`src/rtl/rv_ifu_fetch_fifo.sv`:
```
// Instruction fetch buffer: a small first-word-fall-through FIFO of
// {pc, instr} pairs sitting between the instruction-memory response path
// and the IF/ID register. Absorbs decode stalls and drops everything on a
// pipeline redirect (flush).
module rv_ifu_fetch_fifo #(
    parameter int DW    = 32,
    parameter int DEPTH = 4
) (
    input  logic                   clk,
    input  logic                   rst,
    input  logic                   flush,
    input  logic                   in_valid,
    output logic                   in_ready,
    input  logic [DW-1:0]          in_pc,
    input  logic [DW-1:0]          in_instr,
    output logic                   out_valid,
    input  logic                   out_ready,
    output logic [DW-1:0]          out_pc,
    output logic [DW-1:0]          out_instr,
    output logic [$clog2(DEPTH):0] count
);

    localparam int AW = $clog2(DEPTH);

    // Pointers carry one extra MSB so that full and empty are distinguishable.
    logic [AW:0]   wr_ptr_reg;
    logic [AW:0]   rd_ptr_reg;
    logic [DW-1:0] pc_mem    [DEPTH];
    logic [DW-1:0] instr_mem [DEPTH];

    logic          empty;
    logic          full;
    logic          push;
    logic          pop;
    logic [AW-1:0] wr_idx;
    logic [AW-1:0] rd_idx;

    assign wr_idx = wr_ptr_reg[AW-1:0];
    assign rd_idx = rd_ptr_reg[AW-1:0];

    // Status, handshakes and head-entry read; in_ready depends only on state,
    // keeping out_ready off any combinational path to in_ready.
    always_comb begin
        empty     = (wr_ptr_reg == rd_ptr_reg);
        full      = (wr_idx == rd_idx) && (wr_ptr_reg[AW] != rd_ptr_reg[AW]);
        in_ready  = !full;
        out_valid = !empty;
        push      = in_valid && in_ready;
        pop       = out_valid && out_ready;
        count     = wr_ptr_reg - rd_ptr_reg;
        out_pc    = pc_mem[rd_idx];
        out_instr = instr_mem[rd_idx];
    end

    // Pointer update: flush overrides any push/pop in the same cycle.
    always_ff @(posedge clk or posedge rst) begin
        if (rst) begin
            wr_ptr_reg <= '0;
            rd_ptr_reg <= '0;
        end else if (flush) begin
            wr_ptr_reg <= '0;
            rd_ptr_reg <= '0;
        end else begin
            if (push) begin
                wr_ptr_reg <= wr_ptr_reg + 1'b1;
            end
            if (pop) begin
                rd_ptr_reg <= rd_ptr_reg + 1'b1;
            end
        end
    end

    // Per-entry storage; entries reset to zero so the head outputs are never X.
    generate
        for (genvar gi = 0; gi < DEPTH; gi++) begin : g_entry
            // Capture the incoming beat into this slot when it is the write target.
            always_ff @(posedge clk or posedge rst) begin
                if (rst) begin
                    pc_mem[gi]    <= '0;
                    instr_mem[gi] <= '0;
                end else if (push && !flush && (wr_idx == AW'(gi))) begin
                    pc_mem[gi]    <= in_pc;
                    instr_mem[gi] <= in_instr;
                end
            end
        end
    endgenerate

endmodule

```
`config.mk`:
```
export PLATFORM = sky130hd
export DESIGN_NAME = rv_ifu_fetch_fifo
export DESIGN_NICKNAME = d
export VERILOG_FILES = /design/src/rtl/rv_ifu_fetch_fifo.sv
export SDC_FILE = /design/constraint.sdc
export NUM_CORES = 1
export LEC_CHECK = 0
export CAP_MARGIN = 20
export CORE_UTILIZATION = 55
export DETAILED_ROUTE_END_ITERATION = 8
export GPL_TIMING_DRIVEN = 0
export PLACE_DENSITY_LB_ADDON = 0.05
export SLEW_MARGIN = 20
export SYNTH_ARGS = -nofsm -noshare
export SYNTH_HDL_FRONTEND = slang
export SYNTH_SLANG_ARGS = --single-unit
```
`constraint.sdc`:
```
create_clock -name clk -period 20.8 [get_ports clk]
set_input_delay 3.12 -clock clk [delete_from_list [all_inputs] [get_ports clk]]
set_output_delay 3.12 -clock clk [all_outputs]
set_load 0.05 [all_outputs]
```
Word level (Yosys, flattened, before mapping)
Cells that the tools add are included.
{ "totals": {"regBits": 262, "inputBits": 69, "out_inout_bits": 69, "word_cells": 45} }
{ "classes": {"add_sub_neg": 3, "n_lt_le_gt_ge": 1, "n_eq_ne": 6, "mux": 10, "n_bitwise": 1, "n_reduce_logical": 14} }
{ "op_table": {"columns": ["operator", "count"], "rows": [
  ["binary-select mux 32 bit (select 2 bit)", 2],
  ["two-way mux 32 bit", 4],
  ["two-way mux 3 bit", 4],
  ["logical AND 1 bit", 8],
  ["adder 3 x 1 -> 3 bit (second input constant)", 2],
  ["== test 2 bit (second input constant)", 2],
  ["nonzero test 2 bit", 2],
  ["== test 3 bit", 1],
  ["greater-or-equal comparator 3 bit (second input constant)", 1],
  ["zero test 1 bit", 3],
  ["NOT 2 -> 3 bit", 1],
  ["subtractor 3 bit", 1],
  ["== test 2 x 1 -> 1 bit (second input constant)", 1],
  ["== test 2 bit", 1],
  ["zero test 2 bit", 1],
  ["inequality test 1 bit", 1]
]} }

Depth between registers and ports, before layout
Gate-level depths: netlist of run 1.
{ "logic_depth": {"depth_word": 6, "depth_mapped": 9, "depth_no_buf": 5} }

Worst setup path after synthesis of run 1
Ideal clock, no wire load.
{ "synth_path": {"kind": "register to output", "startpoint": "register rd_ptr_reg[1]", "endpoint": "output port in_ready", "arrival_time_ps": 2146, "required_time_ps": 17680, "slack_ps": 15534, "stages_incl_launch_ff": 8, "path_buffers": 3, "path_cell_list": "dfrtp_1 > buf_2 > buf_2 > buf_2 > inv_1 > ha_1 > nand2_2 > or2_2"} }
{ "synth_via": {"elab_chain_cells": 3} }
{ "synth_rtl": {"columns": ["element", "line", "rtl"], "rows": [
  ["start: declaration", "27", "logic [AW:0] rd_ptr_reg;"],
  ["start signal: assignment", "68", "rd_ptr_reg <= rd_ptr_reg + 1'b1;"],
  ["== test 2 bit", "45", "full = (wr_idx == rd_idx) && (wr_ptr_reg[AW] != rd_ptr_reg[AW]);"],
  ["logical AND 1 bit", "45", null],
  ["zero test 1 bit", "46", "in_ready = !full;"],
  ["end: declaration", "13", "output logic in_ready,"]
]} }
Every way passes these cells.

Final worst setup path of run 1
Same ends and word-level chain as after synthesis.

==> results of run 1 <==
==> metal layers <==
layer	share of wire [%]	routed length (um)	up-vias	track usage, %
li1	-	-	2835	-
met1	41	9970	3492	30.2
met2	52	12700	141	41.5
met3	4.4	1060	44	4.69
met4	2.2	534	0	6.46
met5	0	0	-	0
==> cell type report <==
cell class                      instances  area [um2]  area share (%)
Sequential cell                       262        6560            46.3
Multi-Input combinational cell        360        4690            33.1
Timing Repair Buffer                  139        1430            10.1
Clock buffer                           41         828            5.85
Tap cell                              270         338            2.39
Buffer                                 41         226            1.60
Clock inverter                          5        56.3           0.398
Inverter                                8        37.5           0.265
==> metrics by stage <==
stage / std cells / cell area, um2
floorplan: 671 / 11500
CTS: 1126 / 14200
global placement: 1078 / 13200
detailed placement: 1080 / 13300
finish: 1126 / 14200
global route: 1126 / 14200
==> power by group <==
part	total, mW	internal, mW	switching (mW)
combinational	0.633	0.297	0.337
sequential	0.741	0.663	0.0774
clock	0.474	0.284	0.190
==> how the worst max path moves through the flow <==
stage | depth (start not counted) | slack [ps] | to | start
floorplan | 1 | 10470 | instr_mem[0] | rst
global placement | 2 | 8090 | instr_mem[121] | rst
detailed placement | 8 | 14400 | in_ready | rd_ptr_reg[1]
CTS | 8 | 13840 | in_ready | rd_ptr_reg[1]
global route | 8 | 13730 | in_ready | rd_ptr_reg[1]
finish | 8 | 13910 | in_ready | rd_ptr_reg[1]
==> critical path, delay by kind of cell (launching register included) <==
kind / cells / cell delay [ps]
simple gates: 2 / 480
flops: 1 / 490
buf+inv: 5 / 1940
fa+ha+maj: 1 / 340
==> placed cells by master, fill, tap and decap left out, types with 2 or more instances in the layout <==
master / netlist / final
clkbuf_16: 0 / 27
clkbuf_8: 0 / 10
buf_4: 13 / 13
ha_1: 7 / 7
xnor2_1: 2 / 2
dfrtp_1: 262 / 262
clkbuf_1: 3 / 7
mux4_2: 64 / 64
mux2_1: 10 / 10
o211ai_4: 2 / 2
o211ai_2: 2 / 2
mux2_2: 250 / 250
clkinv_2: 0 / 2
buf_2: 19 / 19
inv_1: 8 / 7
a31oi_1: 2 / 2
nor2_1: 5 / 5
clkdlybuf4s50_1: 0 / 137
buf_16: 0 / 2
nand2_1: 3 / 3
nor2b_1: 4 / 4
buf_1: 6 / 6
==> logic make-up (layout without fill, tap and decap cells) <==
kind of cell	Yosys count	in the layout	share of synthesized area [%]
and+or+nand+nor	15	15	0.631
xor gates and xnor gates	2	2	0.152
buffers and inverters	49	234	2.23
DFF	262	262	57.0
muxes	325	325	38.1
adders and majority gates	8	8	0.936
AOI/OAI and AO/OA	10	10	0.968
==> reports/results.ini, run 1 <==
[setup_path]
reg2reg_setup_slack_ps=17060
cpMostUsedCell=buf_2
worstPathMaxFanout=10
crit_required_ps=17680
reg2reg_from=rd_ptr_reg[1]
r2r_end=pc_mem[111]
crit_path_top_delay_cell=clkdlybuf4s50_1
rr_worst_depth=9
cp-start-kind=flop
max_stage_delay_ps=700
worstPathCellList=buf_2 -> buf_2 -> buf_2 -> inv_1 -> ha_1 -> nand2_2 -> or2_2 -> clkdlybuf4s50_1
arrival_ps=3770
critPathKind=flop to output port
end_kind=output port

[global_routing]
grt_pass1_wl_um=39900
grt_max_degree=118
track_usage_pct=23.7
grt_pass1_vias=7399
grt-ovfl-total=0
antenna_found_initial=0

[timing]
slew_violations=0
max_slew_margin_pct=40.1
setup_viol=0
whs_ps=490
postLayoutSetupSlackWorst_ps=13910
rsz0062_at_grt=no
finalHoldViolCount=0
maxClockFrequency_mhz=145
period_share_pct=33.1
finalClockSkew_ps=23.1
tightestPinTransition_ps=899
fin_setup_tns_ps=0
period_minus_slack_ps=6890

[placement]
io_buffer_count=137
dp_hpwl_um=16600
gp_routability_congestion=0.815
dp_slack_ps=14400

[run_status]
outcome=finished, final reports clean

[layout]
drive_gt1_share_pct=46.4
final_util_pct=69.5
fillers=1338
area_growth_pct=23.1
fin_nets=916
top_regs=instr_mem x128, pc_mem x128
antennaDiodeCount=0

[clock_tree]
post_cts_resized=0
cts.path.max_buffers=3
htreeDepth=1
cts_inserted_buffers=27
cts.sinks=262
holdBufCountCts=0
cts_root_buf=clkbuf_16
clk_latency_ps=540
cts.clk_slew.worst_paths_ps=60
cts_setup_buffers=0
cts_tree=yes

[logic_synthesis]
syn_inst=671
async_flop_share_pct=100
synth_top_area_cell=dfrtp_1
netlist_area_um2=11500
ys_ff_latch=262
avgSynthCellArea_um2=17.1
synth_area_leaders=dfrtp_1 57%, mux2_2 24%, mux4_2 13%
synth.distinct_cells=26
synth_top_cell_area_share_pct=57.0
synth_commonest_cells=262 x dfrtp_1, 250 x mux2_2, 64 x mux4_2, 19 x buf_2, 13 x buf_4
ys_warn_count=0
ys.flop_type=dfrtp_1
synth_edf_count=0
synth_seq_area_share_pct=57.0
synth_nets=748
synth.most_common_cell=dfrtp_1

[hold_path]
hold_class=flop to flop
whs_path_depth=1
min_from=pc_mem[10]
hold-path-endpoint=pc_mem[10]

[die]
coreArea_um2=20400
dieArea_um2=21500
rows=52
initial_utilization_pct=56.5
pin_count=138
die_x_um=147
die_h_um=147

[pwr]
ir_drop_mv=0.0849
p_per_area_nw_per_um2=131
finalPower_mw=1.85
p_leak_nw=6.14

[route]
drt_iter0_markers=181
drtAntennaViolNets=0
avgRoutedWirePerCell_um=21.5
num_vias=6512
drc_errors=0
wirelength_um=24200
via_per_inst=5.78
dr.pass1.iters=4

[run]
maxCapViolations=0

Power figures use the tool's default switching activity.
==> inputs of run 2 (changes only) <==
==> constraint.sdc (replaced) <==
create_clock -name clk -period 6.46 [get_ports clk]
set_input_delay 0.969 -clock clk [delete_from_list [all_inputs] [get_ports clk]]
set_output_delay 0.969 -clock clk [all_outputs]
set_load 0.05 [all_outputs]
==> run 2 against run 1 <==
  * Power increased to 3.3 times the previous value
  * Routed wire length down 2.0%
  * Combinational power grew to 3.2 times the previous value
  * Register-to-register slack lost 14000 ps
  * First-iteration DRC count increased by 3.3%
  * Clock power grew to 3.6 times the previous value
  * Via count about the same
  * Sequential power increased to 3.2 times the previous value
  * Clock skew is 15 ps lower
  * Hold slack better by 9.2 ps
==> reports/results.ini, run 2 (same netlist as run 1, synthesis figures left out) <==
[setup_path]
cp_num_buf_inv=5  ; unchanged
arrival_ps=3800  ; +30 ps
reg2reg_from=rd_ptr_reg[1]
cpMostUsedCell=buf_2
max_stage_delay_ps=700  ; about the same
crit_required_ps=5490  ; -12190 ps
cp-start-kind=flop
end_kind=output port
critPathLaunch=rd_ptr_reg[1]
critPathKind=flop to output port
crit_path_top_delay_cell=clkdlybuf4s50_1
crit_family=buffers and inverters
worstPathCellList=buf_2 -> buf_2 -> buf_2 -> inv_1 -> ha_1 -> nand2_2 -> or2_2 -> clkdlybuf4s50_1
worstPathMaxFanout=10  ; unchanged

[die]
dieArea_um2=21500  ; unchanged
pin_count=138  ; unchanged
initial_utilization_pct=56.5  ; unchanged
die_h_um=147  ; unchanged
die_x_um=147  ; unchanged
rows=52  ; unchanged
coreArea_um2=20400  ; unchanged

[global_routing]
grt-ovfl-total=0  ; unchanged
track_usage_pct=23.5  ; -0.26 points
grt_pass1_vias=7393  ; -0.081%
grt_max_degree=38  ; -68%
grt_pass1_wl_um=39200  ; -1.7%
antenna_found_initial=1  ; +1

[route]
drtAntennaViolNets=0  ; unchanged
dr_wl_met3_um=1130  ; +6.7%
dr.pass1.iters=6  ; +2
drt-met1-wl_um=9880  ; -0.89%
avgRoutedWirePerCell_um=20.9  ; -3.1%
top_layer_used=met4
drc_errors=0  ; unchanged
num_vias=6518  ; +0.092%
wirelength_um=23700  ; -2.0%
via_per_inst=5.73  ; -0.96%
drt_iter0_markers=187  ; +3.3%
dr_wl_met2_um=12200  ; -4.1%

[run_status]
outcome=finished, final reports clean

[layout]
fillers=1315  ; -1.7%
design_area_um2=14400  ; +1.6%
final_cell_mix=262 x dfrtp_1, 250 x mux2_2, 137 x clkdlybuf4s50_1
final_common_cell=dfrtp_1
drive_gt1_share_pct=47.2  ; +0.80 points
area_growth_pct=25.1
fin_nets=923  ; +0.76%
top_regs=instr_mem x128, pc_mem x128

[clock_tree]
clk_latency_ps=530  ; about the same
holdBufCountCts=0  ; unchanged
post_cts_resized=0  ; unchanged
cts.path.max_buffers=3  ; unchanged
cts_inserted_buffers=28  ; +3.7%
cts_tree=yes
cts.sinks=262  ; unchanged
htreeDepth=1  ; unchanged
cts_root_buf=clkbuf_16
cts.clk_slew.worst_paths_ps=60  ; about the same
cts_setup_buffers=0  ; unchanged

[hold_path]
min_from=instr_mem[87]
hold_class=flop to flop

[placement]
dp_hpwl_um=16700  ; +0.30%
io_buffer_count=137  ; unchanged
gp_routability_congestion=0.737  ; -9.6%
postPlaceCellArea_um2=13400  ; +0.76%

[pwr]
swShare_pct=32.0  ; -0.67 points
internal_power_mw=4.16  ; +230%
combPwrFrac_pct=33.3  ; -1.0 points
ir_drop_mv=0.244  ; +190%
p_leak_nw=6.24  ; +1.7%
clock_power_share_pct=27.8  ; +2.1 points
p_per_area_nw_per_um2=426  ; +230%
p_seq_share_pct=38.9  ; -1.2 points
p_sw_mw=1.96  ; +220%

[timing]
setup_viol=0  ; unchanged
period_share_pct=73.8
finalHoldViolCount=0  ; unchanged
tightestPinTransition_ps=898  ; -1.12 ps
max_slew_margin_pct=40.1  ; +0.074 points
period_minus_slack_ps=4770
rsz0062_at_grt=no
fin_setup_tns_ps=0  ; unchanged
whs_ps=499  ; +9.24 ps
finalClockSkew_ps=8.14  ; -15.0 ps
maxClockFrequency_mhz=210
slew_violations=0  ; unchanged

[run]
maxCapViolations=0  ; unchanged

[run 2: cell types whose count changed in the layout (fill, tap and decap cells not counted), sizes merged]
| cell | before | now |
|---|---|---|
| buf | 40 | 46 |
| bufinv | 1 | 4 |
| clkbuf | 44 | 43 |
| clkinv | 2 | 5 |
| clkinvlp | 1 | 3 |
| diode | 0 | 1 |
| inv | 9 | 7 |
[run 2: routing by layer]
metal / vias up / track usage, %
li1: 2870 / -
met1: 3455 / 30.6
met2: 148 / 40.0
met3: 45 / 4.53
met4: 0 / 7.34
met5: - / 0
[run 2: final timing paths]
path | to | slack [ps] | cells past startpoint
min | instr_mem[87] | 500 | 1
max in group asynchronous | instr_mem[67] | 4570 | 5
max | in_ready | 1690 | 8
max reg2reg | instr_mem[53] | 2680 | 9
min reg2reg | instr_mem[87] | 500 | 1
min in group asynchronous | pc_mem[41] | 850 | 2
[run 2: area by class of cell]
cell class                 count  area (um2)  area share, %
antenna                        1        2.50         0.0174
buffer                        41         226           1.57
clock buffer                  40         847           5.89
clock inverter                11         164           1.14
inverter                       8        33.8          0.235
multi-input combinational    360        4690           32.6
sequential                   262        6560           45.6
tap                          270         338           2.35
timing repair buffer         145        1530           10.6
[run 2: power by group through the flow]
| stage | Sequential (mW) | Combinational, mW | Clock [mW] |
|---|---|---|---|
| global placement | 2.35 | 1.99 | 0 |
| global route | 2.44 | 2.15 | 1.81 |
| detailed placement | 2.41 | 2.06 | 0 |
| CTS | 2.38 | 2.06 | 1.74 |
| finish | 2.38 | 2.04 | 1.70 |
| floorplan | 2.31 | 1.54 | 0 |
[run 2: through the flow]
stage | instances | power, mW | setup slack [ps] | utilization, %
finish | 1138 | 6.12 | 1690 | 70.7
global route | 1138 | 6.40 | 1450 | 70.7
CTS | 1137 | 6.19 | 1600 | 70.6
detailed placement | 1086 | 4.46 | 2170 | 65.7
global placement | 1078 | 4.34 | 581 | 64.9
floorplan | 671 | 3.85 | 2040 | -
==> inputs of run 3 (changes only) <==
==> constraint.sdc (replaced) <==
create_clock -name clk -period 4.7 [get_ports clk]
set_input_delay 0.705 -clock clk [delete_from_list [all_inputs] [get_ports clk]]
set_output_delay 0.705 -clock clk [all_outputs]
set_load 0.05 [all_outputs]
==> run 3 against run 2 <==
  * Register-to-register slack lost 1700 ps
  * Cell area is essentially flat
  * Die area is the same
  * Routed wire length is essentially flat
  * Cell count is the same
  * Sequential power grew 37%
  * Sequential share of layout area is essentially flat
  * Utilization is essentially flat
  * Sequential cell count is the same
  * Clock skew grew 1.3 ps
  * Via count shrank 0.41%
  * Count of clock-buffer cells in the layout is the same
  * Critical endpoint unchanged
==> reports/results.ini, run 3 (same netlist as run 1, synthesis figures left out) <==
[global_routing]
grt_pass1_wl_um=39200  ; unchanged
grt-ovfl-total=0  ; unchanged
grt_pass1_vias=7393  ; unchanged
antenna_found_initial=1  ; unchanged
grt_max_degree=38  ; unchanged
track_usage_pct=23.5  ; unchanged

[layout]
area_growth_pct=25.1  ; about the same
fillers=1314  ; -0.076%
fin_nets=923  ; unchanged
seqCellArea_um2=6560  ; unchanged
multi_input_area_um2=4690  ; unchanged
drive_gt1_share_pct=47.2  ; unchanged
final_cell_mix=262 x dfrtp_1, 250 x mux2_2, 137 x clkdlybuf4s50_1
top_regs=instr_mem x128, pc_mem x128
final_common_cell=dfrtp_1

[route]
drtAntennaViolNets=0  ; unchanged
avgRoutedWirePerCell_um=20.9  ; about the same
num_vias=6491  ; -0.41%
dr.pass1.iters=5  ; -1
drt_iter0_markers=192  ; +2.7%
drc_errors=0  ; unchanged
via_per_inst=5.70  ; -0.41%
wirelength_um=23800  ; about the same

[timing]
rsz0062_at_grt=no
setup_viol=0  ; unchanged
period_minus_slack_ps=4430
whs_ps=494  ; -4.80 ps
tightestPinTransition_ps=896  ; -2.31 ps
maxClockFrequency_mhz=226
finalClockSkew_ps=9.42  ; +1.28 ps
slew_violations=0  ; unchanged
max_slew_margin_pct=40.3  ; +0.15 points
finalHoldViolCount=0  ; unchanged
period_share_pct=94.2

[placement]
dp_hpwl_um=16700  ; unchanged
io_buffer_count=137  ; unchanged
gp_routability_congestion=0.737  ; unchanged

[die]
pin_count=138  ; unchanged
die_x_um=147  ; unchanged
coreArea_um2=20400  ; unchanged
dieArea_um2=21500  ; unchanged
die_h_um=147  ; unchanged
rows=52  ; unchanged
initial_utilization_pct=56.5  ; unchanged

[setup_path]
cpMostUsedCell=buf_2
crit_path_top_delay_cell=clkdlybuf4s50_1
worstPathCellList=buf_2 -> clkbuf_4 -> buf_2 -> inv_1 -> ha_1 -> nand2_2 -> or2_2 -> clkdlybuf4s50_1
cp_num_buf_inv=5  ; unchanged
crit_required_ps=3990  ; -1500 ps
critPathKind=flop to output port
cp-start-kind=flop
crit_family=buffers and inverters
worstPathMaxFanout=10  ; unchanged
end_kind=output port
max_stage_delay_ps=700  ; about the same
arrival_ps=3720  ; -80 ps

[pwr]
internal_power_mw=5.72  ; +37%
p_leak_nw=6.24  ; about the same
finalPower_mw=8.42  ; +37%
combPwrFrac_pct=33.3  ; about the same
clock_power_share_pct=27.8  ; about the same
p_per_area_nw_per_um2=585  ; +37%
p_sw_mw=2.69  ; +37%
swShare_pct=32.0  ; about the same
p_seq_share_pct=38.9  ; about the same
ir_drop_mv=0.335  ; +37%

[hold_path]
hold_class=flop to flop

[clock_tree]
cts.path.max_buffers=3  ; unchanged
cts.clk_slew.worst_paths_ps=60  ; about the same
clk_latency_ps=540  ; about the same
cts_inserted_buffers=28  ; unchanged
htreeDepth=1  ; unchanged
cts_root_buf=clkbuf_16
cts_tree=yes
cts.sinks=262  ; unchanged
holdBufCountCts=0  ; unchanged

[run_status]
outcome=finished, final reports clean

[run]
maxCapViolations=0  ; unchanged

-- run 3: what timing repair did --
item,CTS,global route
resized for setup,0,1
setup buffers,0,0
setup endpoints to repair,0,1
-- run 3: power by group through the flow --
stage                     logic, mW  registers [mW]  clock network, mW
after floorplan                2.12            3.18                  0
after global placement         2.74            3.23                  0
after detailed placement       2.83            3.31                  0
after CTS                      2.84            3.27               2.39
after global routing           2.96            3.35               2.49
final                          2.81            3.27               2.34
-- run 3: routing by layer --
metal / vias to the layer above / global-route usage (%) / part of all wire, %
li1: 2865 / - / -
met1: 3436 / 30.6 / 42
met2: 147 / 40.0 / 51
met3: 43 / 4.53 / 4.7
met4: 0 / 7.34 / 2.3
met5: - / 0 / 0
-- run 3: final timing paths --
check / startpoint / to / slack, ps / cells past startpoint
worst max-delay path: rd_ptr_reg[1] / in_ready / 270 / 8
worst min-delay path: pc_mem[10] / pc_mem[10] / 490 / 1
worst max register to register: rd_ptr_reg[1] / instr_mem[53] / 1000 / 9
worst min register to register: pc_mem[10] / pc_mem[10] / 490 / 1
max in group asynchronous: rst / instr_mem[32] / 3080 / 5
min in group asynchronous: rst / pc_mem[9] / 590 / 2
-- run 3: layout make-up --
| type | count | share of cell area [%] |
|---|---|---|
| clock inverter | 11 | 1.14 |
| antenna | 1 | 0.0174 |
| timing repair buffer | 145 | 10.6 |
| clock buffer | 40 | 5.89 |
| sequential | 262 | 45.6 |
| multi-input combinational | 360 | 32.6 |
| inverter | 8 | 0.235 |
| tap | 270 | 2.35 |
| buffer | 41 | 1.59 |
-- run 3: stage by stage --
| stage | utilization [%] | TNS [ps] | cell area (um2) | instances | worst slack, ps |
|---|---|---|---|---|---|
| 5_1_grt | 70.7 | 0 | 14400 | 1138 | 40.7 |
| 3_3_place_gp | 64.9 | -233100 | 13200 | 1078 | -915 |
| 4_1_cts | 70.6 | 0 | 14400 | 1137 | 106 |
| 6_report | 70.7 | 0 | 14400 | 1138 | 275 |
| 2_1_floorplan | - | 0 | 11500 | 671 | 539 |
| 3_5_place_dp | 65.7 | 0 | 13400 | 1086 | 678 |
